File: config.mk
export PLATFORM = sky130hd
export DESIGN_NAME = pre_if_fetch_ctrl
export DESIGN_NICKNAME = d
export VERILOG_FILES = /design/src/rtl/pre_if_fetch_ctrl_pkg.sv /design/src/rtl/pre_if_fetch_ctrl_outst_tracker.sv /design/src/rtl/pre_if_fetch_ctrl.sv
export SDC_FILE = /design/constraint.sdc
export NUM_CORES = 1
export LEC_CHECK = 0
export ABC_AREA = 1
export CAP_MARGIN = 20
export CORE_AREA = 2 2 115 117
export DETAILED_ROUTE_END_ITERATION = 7
export DIE_AREA = 0 0 117 119
export SYNTH_ARGS = -nofsm -noshare
export SYNTH_HDL_FRONTEND = slang
export SYNTH_SLANG_ARGS = --single-unit
File: constraint.sdc
create_clock -name clk -period 2.25 [get_ports clk]
set_input_delay 0.3375 -clock clk [delete_from_list [all_inputs] [get_ports clk]]
set_output_delay 0.3375 -clock clk [all_outputs]
set_load 0.005 [all_outputs]
File: src/rtl/pre_if_fetch_ctrl_pkg.sv
// Shared constants, types and helpers for the pre-IF fetch controller.
// The optional PFS_PERF_CNT_EN build adds accept/discard performance counters to the top.
package pre_if_fetch_ctrl_pkg;

  localparam logic [31:0] PFS_RESET_PC      = 32'h1c000000;
  localparam int          PFS_PC_W          = 32;
  localparam int          PFS_TO_FS_BUS_WD  = PFS_PC_W + 1;

  // Record handed to IF for every accepted request: fetch PC plus address-error flag.
  typedef struct packed {
    logic [PFS_PC_W-1:0] pc;
    logic                adef;
  } pfs_to_fs_bus_t;

  function automatic logic pc_misaligned(input logic [PFS_PC_W-1:0] pc);
    return pc[1:0] != 2'b00;
  endfunction

endpackage

File: src/rtl/pre_if_fetch_ctrl_outst_tracker.sv
// Outstanding-request and stale-response bookkeeping for the pre-IF fetch controller.
// Counts in-flight requests and flags responses that belong to fetches made before a redirect.
module pre_if_fetch_ctrl_outst_tracker
  import pre_if_fetch_ctrl_pkg::*;
#(
  parameter int MAX_OUTST = 4,
  parameter int CNT_W     = 4
) (
  input  logic             clk,
  input  logic             reset,
  input  logic             accept,
  input  logic             data_ok,
  input  logic             redirect_valid,
  output logic             full,
  output logic             fs_discard,
  output logic [CNT_W-1:0] outst_cnt
);

  localparam logic [CNT_W-1:0] MAX_C = CNT_W'(MAX_OUTST);

  logic [CNT_W-1:0] cancel_cnt;
  logic             dec;

  // A response with nothing outstanding is illegal; ignoring it keeps the counters at zero.
  assign dec        = data_ok & (outst_cnt != '0);
  assign full       = outst_cnt >= MAX_C;
  assign fs_discard = data_ok & ((cancel_cnt != '0) | redirect_valid);

  always_ff @(posedge clk) begin
    if (reset) begin
      outst_cnt  <= '0;
      cancel_cnt <= '0;
    end else begin
      case ({accept, dec})
        2'b10:   outst_cnt <= outst_cnt + CNT_W'(1);
        2'b01:   outst_cnt <= outst_cnt - CNT_W'(1);
        default: outst_cnt <= outst_cnt;
      endcase
      // Everything still in flight at the redirect is stale; a same-cycle accept is not.
      if (redirect_valid) begin
        cancel_cnt <= outst_cnt - CNT_W'(dec);
      end else if (data_ok && cancel_cnt != '0) begin
        cancel_cnt <= cancel_cnt - CNT_W'(1);
      end
    end
  end

  assert property (@(posedge clk) disable iff (reset) !(data_ok && outst_cnt == '0))
    else $error("pre_if_fetch_ctrl: data_ok with no outstanding request");

endmodule

File: src/rtl/pre_if_fetch_ctrl.sv
// Pre-IF fetch controller: next-PC selection, redirect capture and the inst_sram request channel.
// Define PFS_PERF_CNT_EN to add perf_req_cnt / perf_discard_cnt outputs.
module pre_if_fetch_ctrl
  import pre_if_fetch_ctrl_pkg::*;
#(
  parameter logic [31:0] RESET_PC  = PFS_RESET_PC,
  parameter int          MAX_OUTST = 4,
  parameter int          CNT_W     = 4
) (
  input  logic             clk,
  input  logic             reset,
  input  logic             fs_allowin,
  input  logic             redirect_valid,
  input  logic [31:0]      redirect_target,
  input  logic             br_stall,
  output logic             inst_sram_req,
  output logic [31:0]      inst_sram_addr,
  input  logic             inst_sram_addr_ok,
  input  logic             inst_sram_data_ok,
  output logic             pfs_to_fs_valid,
  output logic [31:0]      pfs_to_fs_pc,
  output logic             pfs_to_fs_adef,
  output logic             fs_discard,
  output logic [CNT_W-1:0] outst_cnt
`ifdef PFS_PERF_CNT_EN
  ,
  output logic [31:0]      perf_req_cnt,
  output logic [31:0]      perf_discard_cnt
`endif
);

  logic [31:0]    pc_r;
  logic [31:0]    redir_tgt_r;
  logic           redir_pend;
  logic           valid_r;
  logic [31:0]    nextpc;
  logic           full;
  logic           accept;
  pfs_to_fs_bus_t fs_bus;

  // A live redirect wins over a captured one, which wins over sequential fetch.
  always_comb begin
    nextpc = pc_r + 32'd4;
    if (redirect_valid) begin
      nextpc = redirect_target;
    end else if (redir_pend) begin
      nextpc = redir_tgt_r;
    end
  end

  assign inst_sram_req  = valid_r & fs_allowin & ~br_stall & ~full;
  assign inst_sram_addr = nextpc;
  assign accept         = inst_sram_req & inst_sram_addr_ok;

  assign fs_bus.pc      = nextpc;
  assign fs_bus.adef    = pc_misaligned(nextpc);

  assign pfs_to_fs_valid = accept;
  assign pfs_to_fs_pc    = fs_bus.pc;
  assign pfs_to_fs_adef  = fs_bus.adef;

  always_ff @(posedge clk) begin
    if (reset) begin
      pc_r        <= RESET_PC - 32'd4;
      redir_pend  <= 1'b0;
      redir_tgt_r <= '0;
      valid_r     <= 1'b0;
    end else begin
      valid_r <= 1'b1;
      if (accept) begin
        pc_r <= nextpc;
      end
      // Hold an unaccepted redirect so the target survives until the bus takes it.
      if (redirect_valid && !accept) begin
        redir_pend  <= 1'b1;
        redir_tgt_r <= redirect_target;
      end else if (accept) begin
        redir_pend <= 1'b0;
      end
    end
  end

  pre_if_fetch_ctrl_outst_tracker #(
    .MAX_OUTST (MAX_OUTST),
    .CNT_W     (CNT_W)
  ) u_pfs_outst_tracker (
    .clk            (clk),
    .reset          (reset),
    .accept         (accept),
    .data_ok        (inst_sram_data_ok),
    .redirect_valid (redirect_valid),
    .full           (full),
    .fs_discard     (fs_discard),
    .outst_cnt      (outst_cnt)
  );

`ifdef PFS_PERF_CNT_EN
  always_ff @(posedge clk) begin
    if (reset) begin
      perf_req_cnt     <= '0;
      perf_discard_cnt <= '0;
    end else begin
      if (accept) begin
        perf_req_cnt <= perf_req_cnt + 32'd1;
      end
      if (fs_discard) begin
        perf_discard_cnt <= perf_discard_cnt + 32'd1;
      end
    end
  end
`endif

endmodule

==> results of run 1 <==
## worst paths after layout
check	start	end	slack [ns]	cells past startpoint
setup / recovery	pc_r[2]	inst_sram_addr[22]	-0.09	11
hold / removal	redir_tgt_r[2]	redir_tgt_r[2]	0.47	2
setup reg to reg	u_pfs_outst_tracker.outst_cnt[2]	redir_tgt_r[4]	0.24	7
hold reg to reg	redir_tgt_r[2]	redir_tgt_r[2]	0.47	2
## worst max-delay path, cell delays in order (launching register included)
cell and delay [ns]:
dfxtp_4 0.37, ha_4 0.16, nand2_4 0.07, nor2_4 0.20
buf_4 0.16, buf_4 0.12, nand2_1 0.05, nand2_1 0.05
nand3_1 0.06, nand2_1 0.08, nand2_1 0.06, dlygate4sd2_1 0.26
## metal layers
layer	global-route usage (%)	vias to the layer above	part of all wire (%)
met4	10.29	0	2.6
met5	0	-	0
met2	39.60	197	48
met3	4.020	38	5.4
li1	-	2738	-
met1	33.61	2695	43
## layout make-up
type	count	area share, %
multi-input combinational	569	42.07
inverter	71	3.765
sequential	74	21.27
clock inverter	3	0.5501
tap	176	3.026
timing repair buffer	212	26.03
clock buffer	13	3.301
## sequential cells by signal (all words and copies together) (netlist names)
signal                          flops
redir_pend                          1
u_pfs_outst_tracker.outst_cnt       4
redir_tgt_r                        32
pc_r                               32
u_pfs_outst_tracker.cancel_cnt      4
valid_r                             1
## kinds of logic (layout without fill, tap and decap cells)
group,count (synthesis),count (layout),synth area share (%)
adders and majority gates,5,5,1.334
AOI/OAI and AO/OA,109,109,12.75
and+or+nand+nor,451,451,39.57
DFF,74,74,31.59
xor gates and xnor gates,4,4,0.7472
buffers and inverters,133,299,14.01
## cells in the final DEF (no fill, tap or decap), drive strengths merged, types with 3 or more instances in the layout
| master | Yosys | final |
|---|---|---|
| clkdlybuf4s15 | 0 | 6 |
| ha | 5 | 5 |
| o211ai | 4 | 4 |
| nand2 | 231 | 231 |
| nor2 | 161 | 161 |
| o22a | 3 | 3 |
| dlymetal6s2s | 0 | 3 |
| nand3b | 8 | 8 |
| o21ai | 50 | 50 |
| dfxtp | 74 | 74 |
| nand3 | 47 | 47 |
| dlygate4sd2 | 0 | 17 |
| o22ai | 3 | 3 |
| buf | 45 | 107 |
| nor3 | 3 | 3 |
| a21oi | 42 | 42 |
| clkbuf | 17 | 38 |
| clkdlybuf4s50 | 0 | 52 |
| xor2 | 3 | 3 |
| inv | 71 | 71 |
## what timing repair did
item / CTS / global route
setup buffers: 33 / 25
resized for setup: 197 / 154
hold buffers: 0 / 0
cloned: 2 / 0
setup endpoints to repair: 65 / 50
pin swaps: 28 / 52
## per-stage QoR
| step | cells | instance area (um^2) | setup TNS [ns] | power, uW |
|---|---|---|---|---|
| CTS | 1097 | 6919 | -0.9488 | 5345 |
| detailed placement | 1047 | 6006 | -1.372 | 3660 |
| finish | 1118 | 7278 | -0.4398 | 5640 |
| global placement | 1047 | 6006 | -0.7883 | 3641 |
| global route | 1118 | 7278 | -1.616 | 5978 |
| floorplan | 776 | 4690 | 0 | 2792 |
## where the power goes
part,internal [uW],switching [uW]
Sequential,1430,127
Clock,857,567
Combinational,1250,1410
==> qor.txt, run 1 <==
P per Cell Area - 775.0 nW/um^2
post-layout util - 56.53%
Port Buffer Count - 110
area of the multi-input gates - 3062 um^2
ys async rst share - 0%
first-pass GRT wire length - 26.72 mm
worst hold slack - 0.4694 ns
vias in the first global route - 5231
post-synthesis sequential area ratio - 31.59%
syn_area_per_cell - 6.043 um^2
max-slew violations - 0
DRT Pass-1 Iters - 5
Pleak - 0.003686 uW
Crit Path Category - reg -> out
top cell type's share of synthesized area - 31.59%
Critical Path RT - 1.91 ns
total grt overflow - 0
Rel. slew slack - 46.08%
core region area - 12870 um^2
Mapped Cells - 776
TritonCTS clock tree - done
maximum vdd drop - 0.5648 mV
DR vias/cell - 5.070
synth top area cells - dfxtp_1 32%, nand2_1 18%, nor2_1 12%
fraction of layout cells with a size suffix above 1 - 31.74%
drt initial violations - 435
min-delay worst type - reg -> reg
CTS Sinks - 74
Clk pin slew, worst setup/hold paths - 0.06 ns
Layout area overhead - 55.20%
final count of negative-setup-slack endpoints - 10
CP Max Fanout - 3
vias - 5668
IO Pins - 111
measured slew at the worst slew-check pin - 0.8080 ns
worst path arrival time - 2.00 ns
die area - 13920 um^2
Tmin final - 2.339 ns
RSZ-0062 raised after global routing - true
Antenna Violating Nets Remaining - 0
Setup crit end kind - output port
post-route worst setup slack - -0.08934 ns
Ys Warns - 0
final cycle utilization of the critical path - 104.0%
Mapped Area - 4689 um^2
failing checks - setup timing
largest net degree at the start of global routing - 43
ANT cells - 0
CP startpoint kind - register
final hold violation count - 0
routability congestion estimate - 0.9379
Syn Nets - 820
Fmax - 427.5 MHz
run status - finished, violations left
total of max-cap violations - 0
Post-synth top cells - 226 x nand2_1, 154 x nor2_1, 74 x dfxtp_1
Starting Density - 36.42%
DP HPWL - 11.86 mm
Synth area leader - dfxtp_1
synth unique cells - 34
fill count - 1262
Post-synth EDFFs - 0
# DRC - 0
clock tree root driver cell - clkbuf_16
TritonCTS Buffers - 9
routed wire length - 18.14 mm
clk_lat worst skew - 0.34 ns
# nets final - 981
flops & latches, synth - 74
Longest Clk Path Bufs - 2
Die X-Extent - 117 um
die height - 119 um
count leader, synth - nand2_1
CTS H-tree lvls - 3
clk_skew - 0.009951 ns
routed len/inst - 16.23 um
storage element area - 1548 um^2
pre-CTS setup slack - -0.1736 ns
FP Rows - 42
GRT Total Usage - 25.00%
ys flop type - dfxtp_1
initial antenna violation count - 0
(Power assumes the default switching activity.)
==> run 2: changes to the inputs <==
CAP_MARGIN = 10   (was 20)
REMOVE_ABC_BUFFERS = 1   (was unset)
SLEW_MARGIN = 0   (was unset)
==> run 2 against run 1 <==
Against the previous run: the run now ends clean; via count fell by 4.7%; largest power group unchanged; critical path depth unchanged; sequential cell count stayed put; critical path type unchanged; maximum frequency up 5.6%; largest cell class unchanged; highest routed layer unchanged; clock power fell by 6%.
==> qor.txt, run 2 (same netlist as run 1, synthesis figures left out) <==
commonest non-fill, non-tap cell in the layout - nand2_1
ANT cells - 0 (unchanged)
CP Max Fanout - 5 (+2)
P per Cell Area - 749.6 nW/um^2 (-3.3%)
final hold violation count - 0 (unchanged)
min-delay worst type - reg -> reg
post-layout util - 53.64% (-2.9 points)
clk_skew - 0.002672 ns (-0.007278 ns)
leading cell types in the layout, fill and taps excluded - 195 x nand2_1, 124 x nor2_1, 63 x inv_1
Port Buffer Count - 110 (unchanged)
largest net degree at the start of global routing - 43 (unchanged)
initial antenna violation count - 0 (unchanged)
Clk pwr share - 25.8% (+0.6 points)
TritonCTS clock tree - done
measured slew at the worst slew-check pin - 0.7333 ns (-0.07469 ns)
DR vias/cell - 4.961 (-2.1%)
CTS Sinks - 74 (unchanged)
Fmax - 451.5 MHz (+5.6%)
run status - complete, no violations
vias - 5403 (-4.7%)
Design Power - 5177 uW (-8.2%)
final count of negative-setup-slack endpoints - 0 (-10)
Clk pin slew, worst setup/hold paths - 0.06 ns (about the same)
Setup crit end kind - output port
routed wire length - 15.61 mm (-14%)
RSZ-0062 raised after global routing - true
total of max-cap violations - 0 (unchanged)
Crit Path Category - reg -> out
P_sw - 1935 uW (-7.9%)
vias in the first global route - 5279 (+0.92%)
Pleak - 0.003471 uW (-5.8%)
# nets final - 952 (-3.0%)
TritonCTS Buffers - 9 (unchanged)
clock tree root driver cell - clkbuf_16
Combinational Power Share - 44.2% (-3.0 points)
Int Power - 3242 uW (-8.4%)
fraction of layout cells with a size suffix above 1 - 25.19% (-6.5 points)
biggest regs - pc_r (32), redir_tgt_r (32)
die height - 119 um (unchanged)
DP HPWL - 10.48 mm (-12%)
clk_lat worst skew - 0.34 ns (about the same)
Rel. slew slack - 51.06% (+5.0 points)
fill count - 1290 (+2.2%)
CTS H-tree lvls - 3 (unchanged)
die area - 13920 um^2 (unchanged)
total grt overflow - 0 (unchanged)
max-slew violations - 0 (unchanged)
GRT Total Usage - 22.44% (-2.6 points)
drt initial violations - 219 (-50%)
Die X-Extent - 117 um (unchanged)
Antenna Violating Nets Remaining - 0 (unchanged)
R2R Path Start - pc_r[5]
IO Pins - 111 (unchanged)
Critical Path RT - 1.91 ns (about the same)
Sw Ratio - 37.38% (+0.11 points)
# DRC - 0 (unchanged)
Tmin final - 2.215 ns (-0.1246 ns)
first-pass GRT wire length - 24.82 mm (-7.1%)
Longest Clk Path Bufs - 2 (unchanged)
routability congestion estimate - 0.9477 (+1.0%)
Flop pwr share - 30.0% (+2.4 points)
CP startpoint kind - register
Starting Density - 36.42% (unchanged)
Layout area overhead - 47.28%
final cycle utilization of the critical path - 98.43% (-5.5 points)
core region area - 12870 um^2 (unchanged)
FP Rows - 42 (unchanged)
CP startpoint - pc_r[3]
worst path arrival time - 1.88 ns (-0.12 ns)
worst hold start - pc_r[31]
maximum vdd drop - 0.4311 mV (-24%)
worst hold slack - 0.4645 ns (-0.004871 ns)
DRT Pass-1 Iters - 5 (unchanged)
routed len/inst - 14.33 um (-12%)
-- run 2: changes by cell type in the layout (fill, tap and decap cells not counted), sizes merged --
cell           previous run  this run
buf                     107        74
bufbuf                    2         0
bufinv                    1         0
clkbuf                   38        27
clkdlybuf4s15             6         4
clkdlybuf4s50            52        53
clkinv                    2         3
dlygate4sd2              17        38
dlymetal6s2s              3         0
-- run 2: path summary, 6_finish.rpt --
path	endpoint	slack, ns	cells past startpoint
setup reg to reg	pc_r[9]	0.20	14
setup / recovery	inst_sram_addr[18]	0.04	11
hold reg to reg	pc_r[31]	0.46	2
hold / removal	pc_r[31]	0.46	2
-- run 2: repair_timing --
action,in CTS,in global routing
setup buffers,33,10
gates resized for setup,197,73
endpoints found under the setup margin,60,47
gates cloned,0,2
pin swaps,31,30
hold buffers,0,0
-- run 2: metrics by stage --
step | area, um^2 | setup slack, ns | std cells | TNS (ns)
2_1_floorplan | 4299 | 0.4217 | 714 | 0
3_3_place_gp | 5886 | 0.002359 | 1031 | 0
3_5_place_dp | 5886 | -0.0003209 | 1031 | -0.0003209
4_1_cts | 6700 | -0.05428 | 1080 | -0.1148
5_1_grt | 6907 | -0.09337 | 1089 | -0.2975
6_report | 6907 | 0.03527 | 1089 | 0
-- run 2: final cells by class --
| type | count | area (um^2) | share of cell area [%] |
|---|---|---|---|
| Clock buffer | 13 | 250.2 | 3.623 |
| Inverter | 71 | 271.5 | 3.931 |
| Sequential cell | 74 | 1567 | 22.68 |
| Clock inverter | 3 | 15.01 | 0.2174 |
| Multi-Input combinational cell | 569 | 2955 | 42.79 |
| Timing Repair Buffer | 183 | 1628 | 23.57 |
| Tap cell | 176 | 220.2 | 3.188 |
-- run 2: critical path, cell delays in order, from the launching register on --
cell,delay [ns]
dfxtp_4,0.38
ha_4,0.16
nand2_4,0.07
nor2_4,0.12
buf_6,0.12
nand2_4,0.07
nor2_1,0.10
nand2_1,0.06
nand3_1,0.08
nand2_1,0.05
nand2_1,0.09
dlygate4sd2_1,0.24
-- run 2: layer usage --
layer / global-route usage (%) / up-vias / wire (um)
met4: 8.015 / 0 / 374
met3: 4.885 / 28 / 875
met2: 38.26 / 161 / 7858
met1: 27.52 / 2524 / 6497
li1: - / 2690 / -
met5: 0 / - / 0
-- run 2: power groups by stage --
stage               clock network, uW  registers [uW]  logic, uW
finish                           1330            1550       2290
floorplan                           0            1550       1080
global route                     1430            1570       2550
CTS                              1350            1550       2160
detailed placement                  0            1580       1960
global placement                    0            1570       1920
